$ cat src/rtl/ntt_sequencer.sv
// ntt_sequencer
//   Address and control sequencer for a 256-point NTT engine with a single
//   butterfly unit. It issues one coefficient pair per cycle. Each layer has
//   128 issues, followed by a drain gap that lets the butterfly pipeline
//   empty before the next layer reads. Write-back addresses are the read
//   addresses delayed by D = RD_LAT + BF_LAT cycles.
//
// Ports
//   i_clk                      sole clock, rising edge
//   i_rst                      synchronous active-high reset
//   i_start, i_mode[1:0]       run request (sampled only in IDLE);
//                              00 fwd CT, 01 inv GS, 10 PWM, 11 reserved
//   o_busy, o_done             status: non-IDLE / one-cycle completion pulse
//   o_rd_en                    one butterfly issued per high cycle
//   o_rd_addr_a/b[7:0]         coefficient pair addresses
//   o_tw_addr[6:0]             twiddle ROM index
//   o_bf_ct, o_bf_pwm          butterfly mode controls latched at start
//   o_wr_en, o_wr_addr_a/b     write-back strobe and E/O destinations
module ntt_sequencer #(
    parameter int RD_LAT = 1,
    parameter int BF_LAT = 4
) (
    input  logic       i_clk,
    input  logic       i_rst,
    input  logic       i_start,
    input  logic [1:0] i_mode,
    output logic       o_busy,
    output logic       o_done,
    output logic       o_rd_en,
    output logic [7:0] o_rd_addr_a,
    output logic [7:0] o_rd_addr_b,
    output logic [6:0] o_tw_addr,
    output logic       o_bf_ct,
    output logic       o_bf_pwm,
    output logic       o_wr_en,
    output logic [7:0] o_wr_addr_a,
    output logic [7:0] o_wr_addr_b
);
    localparam int D  = RD_LAT + BF_LAT;
    localparam int DW = (D > 1) ? $clog2(D) : 1;

    localparam logic [1:0] MODE_FWD = 2'b00;
    localparam logic [1:0] MODE_INV = 2'b01;
    localparam logic [1:0] MODE_PWM = 2'b10;
    localparam logic [1:0] MODE_RSV = 2'b11;

    typedef enum logic [1:0] {S_IDLE, S_ISSUE, S_DRAIN, S_DONE} state_t;

    state_t        r_state;
    state_t        w_state_next;
    logic [1:0]    r_mode;
    logic [2:0]    r_layer;
    logic [6:0]    r_idx;        // issue index within the current layer
    logic [7:0]    r_len;        // butterfly span (1 for PWM)
    logic [DW-1:0] r_drain_cnt;
    logic [7:0]    r_rd_a;
    logic [7:0]    r_rd_b;
    logic [6:0]    r_tw;
    logic          r_bf_ct;
    logic          r_bf_pwm;
    logic [D-1:0]  r_wr_en_pipe;
    logic [7:0]    r_wr_a_pipe [D];
    logic [7:0]    r_wr_b_pipe [D];

    logic       w_accept;
    logic       w_layer_end;
    logic       w_group_end;
    logic       w_drain_end;
    logic       w_last_layer;
    logic [7:0] w_mask;
    logic [6:0] w_idx_next;
    logic [7:0] w_len_next;
    logic [7:0] w_a_next;

    // Index i within a layer splits into a group number (high bits) and an
    // offset (low bits below len). Groups are 2*len apart, so the group bits
    // shift up by one while the offset passes through unchanged.
    function automatic logic [7:0] pair_addr_a(input logic [6:0] idx, input logic [7:0] len);
        logic [7:0] mask;
        logic [7:0] idx8;
        mask = len - 8'd1;
        idx8 = {1'b0, idx};
        return ((idx8 & ~mask) << 1) | (idx8 & mask);
    endfunction

    assign w_accept     = (r_state == S_IDLE) && i_start && (i_mode != MODE_RSV);
    assign w_mask       = r_len - 8'd1;
    assign w_layer_end  = (r_idx == 7'd127);
    assign w_group_end  = (({1'b0, r_idx} & w_mask) == w_mask);
    assign w_drain_end  = (r_drain_cnt == DW'(D - 1));
    assign w_last_layer = (r_mode == MODE_PWM) || (r_layer == 3'd6);
    assign w_idx_next   = r_idx + 7'd1;
    assign w_len_next   = (r_mode == MODE_FWD) ? (r_len >> 1) : (r_len << 1);
    assign w_a_next     = pair_addr_a(w_idx_next, r_len);

    always_ff @(posedge i_clk) begin
        // NOTE: sequential state uses non-blocking assignments so every flop samples pre-edge values.
        if (i_rst) begin
            r_state <= S_IDLE;
        end else begin
            r_state <= w_state_next;
        end
    end

    always_comb begin
        // NOTE: the default assignment first keeps this block free of inferred latches.
        w_state_next = r_state;
        case (r_state)
            S_IDLE:  if (w_accept) w_state_next = S_ISSUE;
            S_ISSUE: if (w_layer_end) w_state_next = S_DRAIN;
            S_DRAIN: if (w_drain_end) w_state_next = w_last_layer ? S_DONE : S_ISSUE;
            S_DONE:  w_state_next = S_IDLE;
            default: w_state_next = S_IDLE;
        endcase
    end

    always_ff @(posedge i_clk) begin
        if (i_rst) begin
            r_mode      <= 2'b00;
            r_layer     <= 3'd0;
            r_idx       <= 7'd0;
            r_len       <= 8'd0;
            r_drain_cnt <= '0;
            r_rd_a      <= 8'd0;
            r_rd_b      <= 8'd0;
            r_tw        <= 7'd0;
            r_bf_ct     <= 1'b0;
            r_bf_pwm    <= 1'b0;
        end else begin
            case (r_state)
                S_IDLE: begin
                    if (w_accept) begin
                        r_mode   <= i_mode;
                        r_layer  <= 3'd0;
                        r_idx    <= 7'd0;
                        r_rd_a   <= 8'd0;
                        r_bf_ct  <= (i_mode != MODE_INV);
                        r_bf_pwm <= (i_mode == MODE_PWM);
                        case (i_mode)
                            MODE_INV: begin r_len <= 8'd2;   r_rd_b <= 8'd2;   r_tw <= 7'd127; end
                            MODE_PWM: begin r_len <= 8'd1;   r_rd_b <= 8'd1;   r_tw <= 7'd64;  end
                            default:  begin r_len <= 8'd128; r_rd_b <= 8'd128; r_tw <= 7'd1;   end
                        endcase
                    end
                end
                S_ISSUE: begin
                    // The last issue of a layer leaves the addresses holding
                    // their final values through the drain gap.
                    if (w_layer_end) begin
                        r_drain_cnt <= '0;
                    end else begin
                        r_idx  <= w_idx_next;
                        r_rd_a <= w_a_next;
                        r_rd_b <= w_a_next + r_len;
                        if (r_mode == MODE_PWM)
                            r_tw <= 7'd64 + (w_idx_next >> 1);
                        else if (w_group_end)
                            r_tw <= (r_mode == MODE_FWD) ? r_tw + 7'd1 : r_tw - 7'd1;
                    end
                end
                S_DRAIN: begin
                    r_drain_cnt <= r_drain_cnt + DW'(1);
                    // The step into the first group of the next layer is
                    // deferred to here so the twiddle index holds during drain.
                    if (w_drain_end && !w_last_layer) begin
                        r_layer <= r_layer + 3'd1;
                        r_idx   <= 7'd0;
                        r_len   <= w_len_next;
                        r_rd_a  <= 8'd0;
                        r_rd_b  <= w_len_next;
                        r_tw    <= (r_mode == MODE_FWD) ? r_tw + 7'd1 : r_tw - 7'd1;
                    end
                end
                default: ;
            endcase
        end
    end

    // Write-back delay line. Stage k carries the issue from k+1 cycles ago.
    always_ff @(posedge i_clk) begin
        if (i_rst) begin
            // NOTE: the delay line is reset so that an aborted run leaves no stray write strobes behind.
            r_wr_en_pipe <= '0;
            for (int k = 0; k < D; k++) begin
                r_wr_a_pipe[k] <= 8'd0;
                r_wr_b_pipe[k] <= 8'd0;
            end
        end else begin
            r_wr_en_pipe[0] <= o_rd_en;
            r_wr_a_pipe[0]  <= r_rd_a;
            r_wr_b_pipe[0]  <= r_rd_b;
            for (int k = 1; k < D; k++) begin
                r_wr_en_pipe[k] <= r_wr_en_pipe[k-1];
                r_wr_a_pipe[k]  <= r_wr_a_pipe[k-1];
                r_wr_b_pipe[k]  <= r_wr_b_pipe[k-1];
            end
        end
    end

    assign o_busy      = (r_state != S_IDLE);
    assign o_done      = (r_state == S_DONE);
    assign o_rd_en     = (r_state == S_ISSUE);
    assign o_rd_addr_a = r_rd_a;
    assign o_rd_addr_b = r_rd_b;
    assign o_tw_addr   = r_tw;
    assign o_bf_ct     = r_bf_ct;
    assign o_bf_pwm    = r_bf_pwm;
    assign o_wr_en     = r_wr_en_pipe[D-1];
    assign o_wr_addr_a = r_wr_a_pipe[D-1];
    assign o_wr_addr_b = r_wr_b_pipe[D-1];

endmodule

$ cat config.mk
export PLATFORM = sky130hd
export DESIGN_NAME = ntt_sequencer
export DESIGN_NICKNAME = d
export VERILOG_FILES = /design/src/rtl/ntt_sequencer.sv
export SDC_FILE = /design/constraint.sdc
export NUM_CORES = 1
export LEC_CHECK = 0
export BUFFER_PORTS_ARGS = -buffer_cell sky130_fd_sc_hd__buf_2
export CAP_MARGIN = 25
export CORE_UTILIZATION = 55
export DETAILED_ROUTE_END_ITERATION = 12
export MAX_ROUTING_LAYER = met4
export PLACE_DENSITY = 0.82
export SYNTH_ARGS = -nofsm -noshare
export SYNTH_HDL_FRONTEND = slang
export SYNTH_SLANG_ARGS = --single-unit
$ cat constraint.sdc
create_clock -name i_clk -period 4.4 [get_ports i_clk]
set_clock_uncertainty 0.15 [all_clocks]
set_input_delay 0.22 -clock i_clk [delete_from_list [all_inputs] [get_ports i_clk]]
set_output_delay 0.22 -clock i_clk [all_outputs]
set_load 0.03 [all_outputs]
---- Yosys cells after proc, flatten, opt, wreduce, memory -nomap -nowiden ----
Memories as Yosys holds them, arrays and structs flattened.
Index checks and enable logic that the tools add are counted.
cells by class
  reductions and logical operators ........ 17
  equal/unequal tests ..................... 18
  mux-type cells .......................... 46
  bitwise logic cells ..................... 15
  add/sub/neg operators ................... 8
operators with widths
  kind                   number
  $mux W8                17
  $mux W7                9
  $pmux W8 S3            2
  $pmux W7 S3            2
  $pmux W8 S2            2
  $and A7 B8 Y8          2
  $add A7 B1 Y7 const B  2
  $pmux W7 S2            1
  $pmux W3 S2            2
  $ne A2 B2 Y1 const B   5
  $or A1 B1 Y1           10
  $mux W3                3
  $add A8 B8 Y8          1
  $eq A2 B2 Y1 const B   4
  $eq A8 B8 Y1           1
  $mux W2                4
  $or A8 B8 Y8           1
  $pmux W2 S4            1
  $sub A8 B1 Y8 const B  1
  $add A7 B6 Y7 const A  1
  $and A7 B7 Y7          1
  $eq A7 B7 Y1 const B   1
  $not A7 Y7             1
  $sub A7 B1 Y7 const B  1
  16 further kinds       29
storage, ports and cells
  bits in writable memories ............... 80
  output and inout bits ................... 45
  bits of input ports ..................... 5
  word-level logic and storage cells ...... 118
  flip-flop bits (word level) ............. 55
  memories ................................ 2
memory list
  name         words  width  rd ports  clocked after memory_dff  wr ports  line  RTL
  r_wr_a_pipe  5      8      5         0                         5         62    logic [7:0] r_wr_a_pipe [D];
  r_wr_b_pipe  5      8      5         0                         5         63    logic [7:0] r_wr_b_pipe [D];

---- Depth between registers and ports, before layout ----
  word-level depth ........................ 7
  depth in mapped cells ................... 14
  mapped depth without buffers ............ 13

---- Worst setup path before layout ----
OpenSTA, ideal clock, no wires.
  path kind ............................... flip-flop to flip-flop
  start ................................... reg r_len[1]
  end ..................................... reg r_rd_b[7], in the netlist o_rd_addr_b[7]
  buffers on the path ..................... 1
  data arrival time ....................... 2.964 ns
  setup slack ............................. 1.166 ns
  setup time .............................. 0.120 ns
  cell stages (with the launch flop) ...... 12
  period minus slack after synthesis ...... 3.234 ns
  path through ............................ dfxtp_1 -> clkbuf_2 -> or4_4 -> or3_4 -> and2_2 -> o22ai_1 -> ha_1 -> or3_1 -> o211ai_1 -> nor3b_1 -> mux2_2 -> o31a_1
between the ends
  word-level cells in the longest chain between the ends .. 7
  elaborated cells between the ends (all ways) .. 8
  classes of those cells .................. add/sub: 2; mux: 2; bitwise: 4
ends and longest elaborated chain
  element                 line  RTL
  start, declared         54    logic [7:0] r_len;
  start signal, assigned  168   r_len <= w_len_next;
  $sub A8 B1 Y8           81    mask = len - 8'd1;
  $not A7 Y7              83    return ((idx8 & ~mask) << 1) | (idx8 & mask);
  $and A7 B7 Y7           83
  $or A8 B8 Y8            83
  $add A8 B8 Y8 *         154   r_rd_b <= w_a_next + r_len;
  $mux W8 *               149   if (w_layer_end) begin
  $pmux W8 S3 *           130   case (r_state)
  end signal, assigned    154
  end signal, assigned    170   r_rd_b <= w_len_next;
  end, declared           57    logic [7:0] r_rd_b;
Mark *: on every way between the ends. The rest lies on a longest branch, timed or not. The select of a mux whose other input is x is not followed.
A chain may end at the register's enable or synchronous reset.

---- Final worst setup path ----
  start ................................... reg r_len[2]
  end ..................................... reg r_rd_b[7], in the netlist o_rd_addr_b[7]
The elaborated chain is that of the path after synthesis.

==> impl_metrics.json <==
{
  "status": "finished clean",
  "dp_hpwl_mm": 8.262,
  "setup_viol": 0,
  "remaining_drc_errors": 0,
  "drtIter0Drc": 247,
  "async_reset_ff_frac": 0,
  "hold_slack_ns": 0.009368,
  "crit_required_ns": 4.65,
  "syn_area_per_cell_um2": 9.368,
  "min_to": "r_mode[1]$_SDFFE_PP0P_",
  "ios": 50,
  "startpoint_type": "flip-flop",
  "busiest_layer": "met2",
  "drive_above_1_share": 0.1540,
  "clkSinkCount": 135,
  "cts_root_buf": "clkbuf_8",
  "hp-start": "i_mode[1]",
  "fin_tns_setup_ns": 0,
  "maxSlewViolCount": 0,
  "fmax_ghz": 0.2881,
  "fin_total_pwr_w": 0.003874,
  "avgRoutedWirePerCell_um": 15.37,
  "yosys_warnings": 0,
  "dpl_cell_area_mm2": 0.005968,
  "grt_max_degree": 112,
  "cp_max_fo": 11,
  "antenna_left": 0,
  "via_per_inst": 5.514,
  "clk_pin_slew_worst_paths_ns": 0.07,
  "ir_worst_vdd_v": 0.0003623,
  "initial_core_util": 0.5640,
  "cp-startpoint": "r_len[2]$_SDFFE_PP0P_",
  "die-area_mm2": 0.01091,
  "postLayoutCellArea_mm2": 0.006615,
  "min_path_type": "in -> reg",
  "syn_nets": 651,
  "r2r_end": "o_rd_addr_b[7]$_SDFFE_PP0P_",
  "fillers": 832,
  "dr.pass1.iters": 5,
  "setup_slack_ns": 0.9289,
  "antenna_found_initial": 0,
  "layout.nets": 678,
  "ys_types": 64,
  "cp.arrival_ns": 3.72,
  "num_rows": 37,
  "grt_pass1_wl_mm": 19.97,
  "reg2regPathDepth": 10,
  "grt_pass1_vias": 4203,
  "timing.final.crit_period_ns": 3.471,
  "use_met2": 0.3841,
  "p_leak_nw": 2.768,
  "ys_ff_latch": 135,
  "hold_violations": 0,
  "synth-seq-area-share": 0.4683,
  "die_y_um": 104.4,
  "min_period_over_period": 0.7889,
  "worstSetupPathType": "reg -> reg",
  "rrSetupSlack_ns": 0.93,
  "maxCapViolCount": 0,
  "core_area_mm2": 0.01023,
  "postCtsSetupBuffers": 0,
  "grtUsageMet3": 0.04950,
  "num_antenna_cells": 0,
  "min_path_cells": 5,
  "die_w_um": 104.4,
  "ctsResizeCount": 0,
  "grt_setup_unrepaired": "false",
  "cts_tree": "yes",
  "synth_cells": 616,
  "area_delta_synth_final_pct": 14.64,
  "r2r_start": "r_len[2]$_SDFFE_PP0P_",
  "place_ws_ns": 0.9632,
  "htreeDepth": 4,
  "globalRouteOverflowTotal": 0,
  "relSlewSlack": 0.3362,
  "netlist_area_mm2": 0.005771,
  "endpoint_kind": "flip-flop",
  "power_density_mw_per_mm2": 585.6,
  "track_usage": 0.2369,
  "met1_usage": 0.2810,
  "numCtsBuffers": 17,
  "synth_ff_type": "dfxtp_1",
  "portBuffers": 49,
  "tightest_slew_ns": 0.9938,
  "clk_path_buf_depth": 2,
  "finalWeightedCongestion": 0.9249,
  "clk_latency_ns": 0.51,
  "synth_edf_count": 0,
  "vias": 4367,
  "routed_wl_mm": 12.17
}
## cells in the final DEF (no fill, tap or decap), types with 8 or more instances in the layout
cell	n
mux2i_1	14
inv_1	24
buf_2	48
clkbuf_16	16
nor2b_1	91
a21oi_1	28
dfxtp_1	135
xnor2_1	13
nor2_1	45
nand2b_1	12
a211oi_1	8
nor3_1	14
nand2_1	32
o21ai_0	28
ha_1	28
## routing by layer
layer | routed length (um) | vias up | part of all wire
met3 | 600 | 31 | 0.049
li1 | - | 2129 | -
met5 | 0 | - | 0
met1 | 5402 | 2055 | 0.44
met4 | 359 | 0 | 0.029
met2 | 5807 | 152 | 0.48
## metrics by stage
stage,util,instances
CTS,0.6429,790
global placement,0.5833,758
global route,0.6466,792
finish,0.6466,792
floorplan,-,616
detailed placement,0.5833,758
## report_power, final
group          leakage [nW]  switching, W  internal [W]  total (W)
sequential             1.09     0.0000712       0.00131    0.00138
clock                 0.298      0.000605      0.000842    0.00145
combinational          1.38      0.000693      0.000351    0.00104
## how the worst max path moves through the flow
stage,end,slack (ns)
after CTS,o_rd_addr_b[7]$_SDFFE_PP0P_,0.94
after detailed placement,o_rd_addr_b[7]$_SDFFE_PP0P_,0.96
after global routing,o_rd_addr_b[7]$_SDFFE_PP0P_,0.79
after floorplan,o_rd_addr_b[7]$_SDFFE_PP0P_,1.17
final,o_rd_addr_b[7]$_SDFFE_PP0P_,0.93
after global placement,o_rd_addr_b[7]$_SDFFE_PP0P_,1.08
## synth_stat cells, types with 4 or more instances
master    number  area share
a211oi_1       8       0.010
a21oi_1       28       0.024
a22o_1         4      0.0061
a22oi_1        7      0.0091
and3_1         5      0.0054
buf_1          5      0.0033
buf_4         16       0.021
clkbuf_1      22       0.014
dfxtp_1      135        0.47
ha_1          28       0.061
inv_1         24       0.016
mux2i_1       14       0.024
nand2_1       32       0.021
nand2b_1      12       0.013
nand3_1        7      0.0061
nor2_1        45       0.029
nor2b_1       91       0.099
nor3_1        14       0.012
o21a_1         5      0.0065
o21ai_0       28       0.024
o22ai_1        5      0.0054
or3_1          4      0.0043
xnor2_1       13       0.020
## kinds of logic (layout without fill, tap and decap cells)
kind of cell             after synthesis  count (layout)  share of synthesized area
AND/OR/NAND/NOR                      232             232                     0.2199
XOR/XNOR                              16              16                    0.02429
flip-flops                           135             135                     0.4683
multiplexers                          17              17                    0.03014
AO/OA/AOI/OAI                        114             114                     0.1307
buffers and inverters                 71             111                    0.05833
adder cells (fa/ha/maj)               30              30                    0.06765
other                                  1               1                  0.0006499
## area by class of cell
cell class	instances	area, um^2	area share
Timing Repair Buffer	54	307.8	0.04653
Clock inverter	15	195.2	0.02951
Clock buffer	17	414.1	0.06261
Tap cell	136	170.2	0.02572
Sequential cell	135	2703	0.4085
Multi-Input combinational cell	410	2731	0.4129
Inverter	25	93.84	0.01419
## sequential cells by signal, summed over array words and instances (netlist names)
signal	flops
r_wr_a_pipe	40
r_wr_b_pipe	40
o_rd_addr_a	8
o_rd_addr_b	8
r_len	8
o_tw_addr	7
r_idx	7
r_wr_en_pipe	5
r_drain_cnt	3
r_layer	3
r_mode	2
r_state	2
o_bf_ct	1
o_bf_pwm	1
## worst max-delay path: stages (launching register included)
cell	delay, ns
dfxtp_1	0.44
or4_4	0.54
or3_4	0.35
and2_2	0.19
o22ai_1	0.23
ha_1	0.34
or3_1	0.32
o211ai_1	0.16
nor3b_1	0.08
mux2_2	0.26
o31a_1	0.29
## what timing repair did
item / 4_1_cts / 5_1_grt
hold buffers: 0 / 1
endpoints found under the setup margin: 0 / 0
hold endpoints to repair: 0 / 7
No activity file was read; power rests on OpenSTA's default activity.
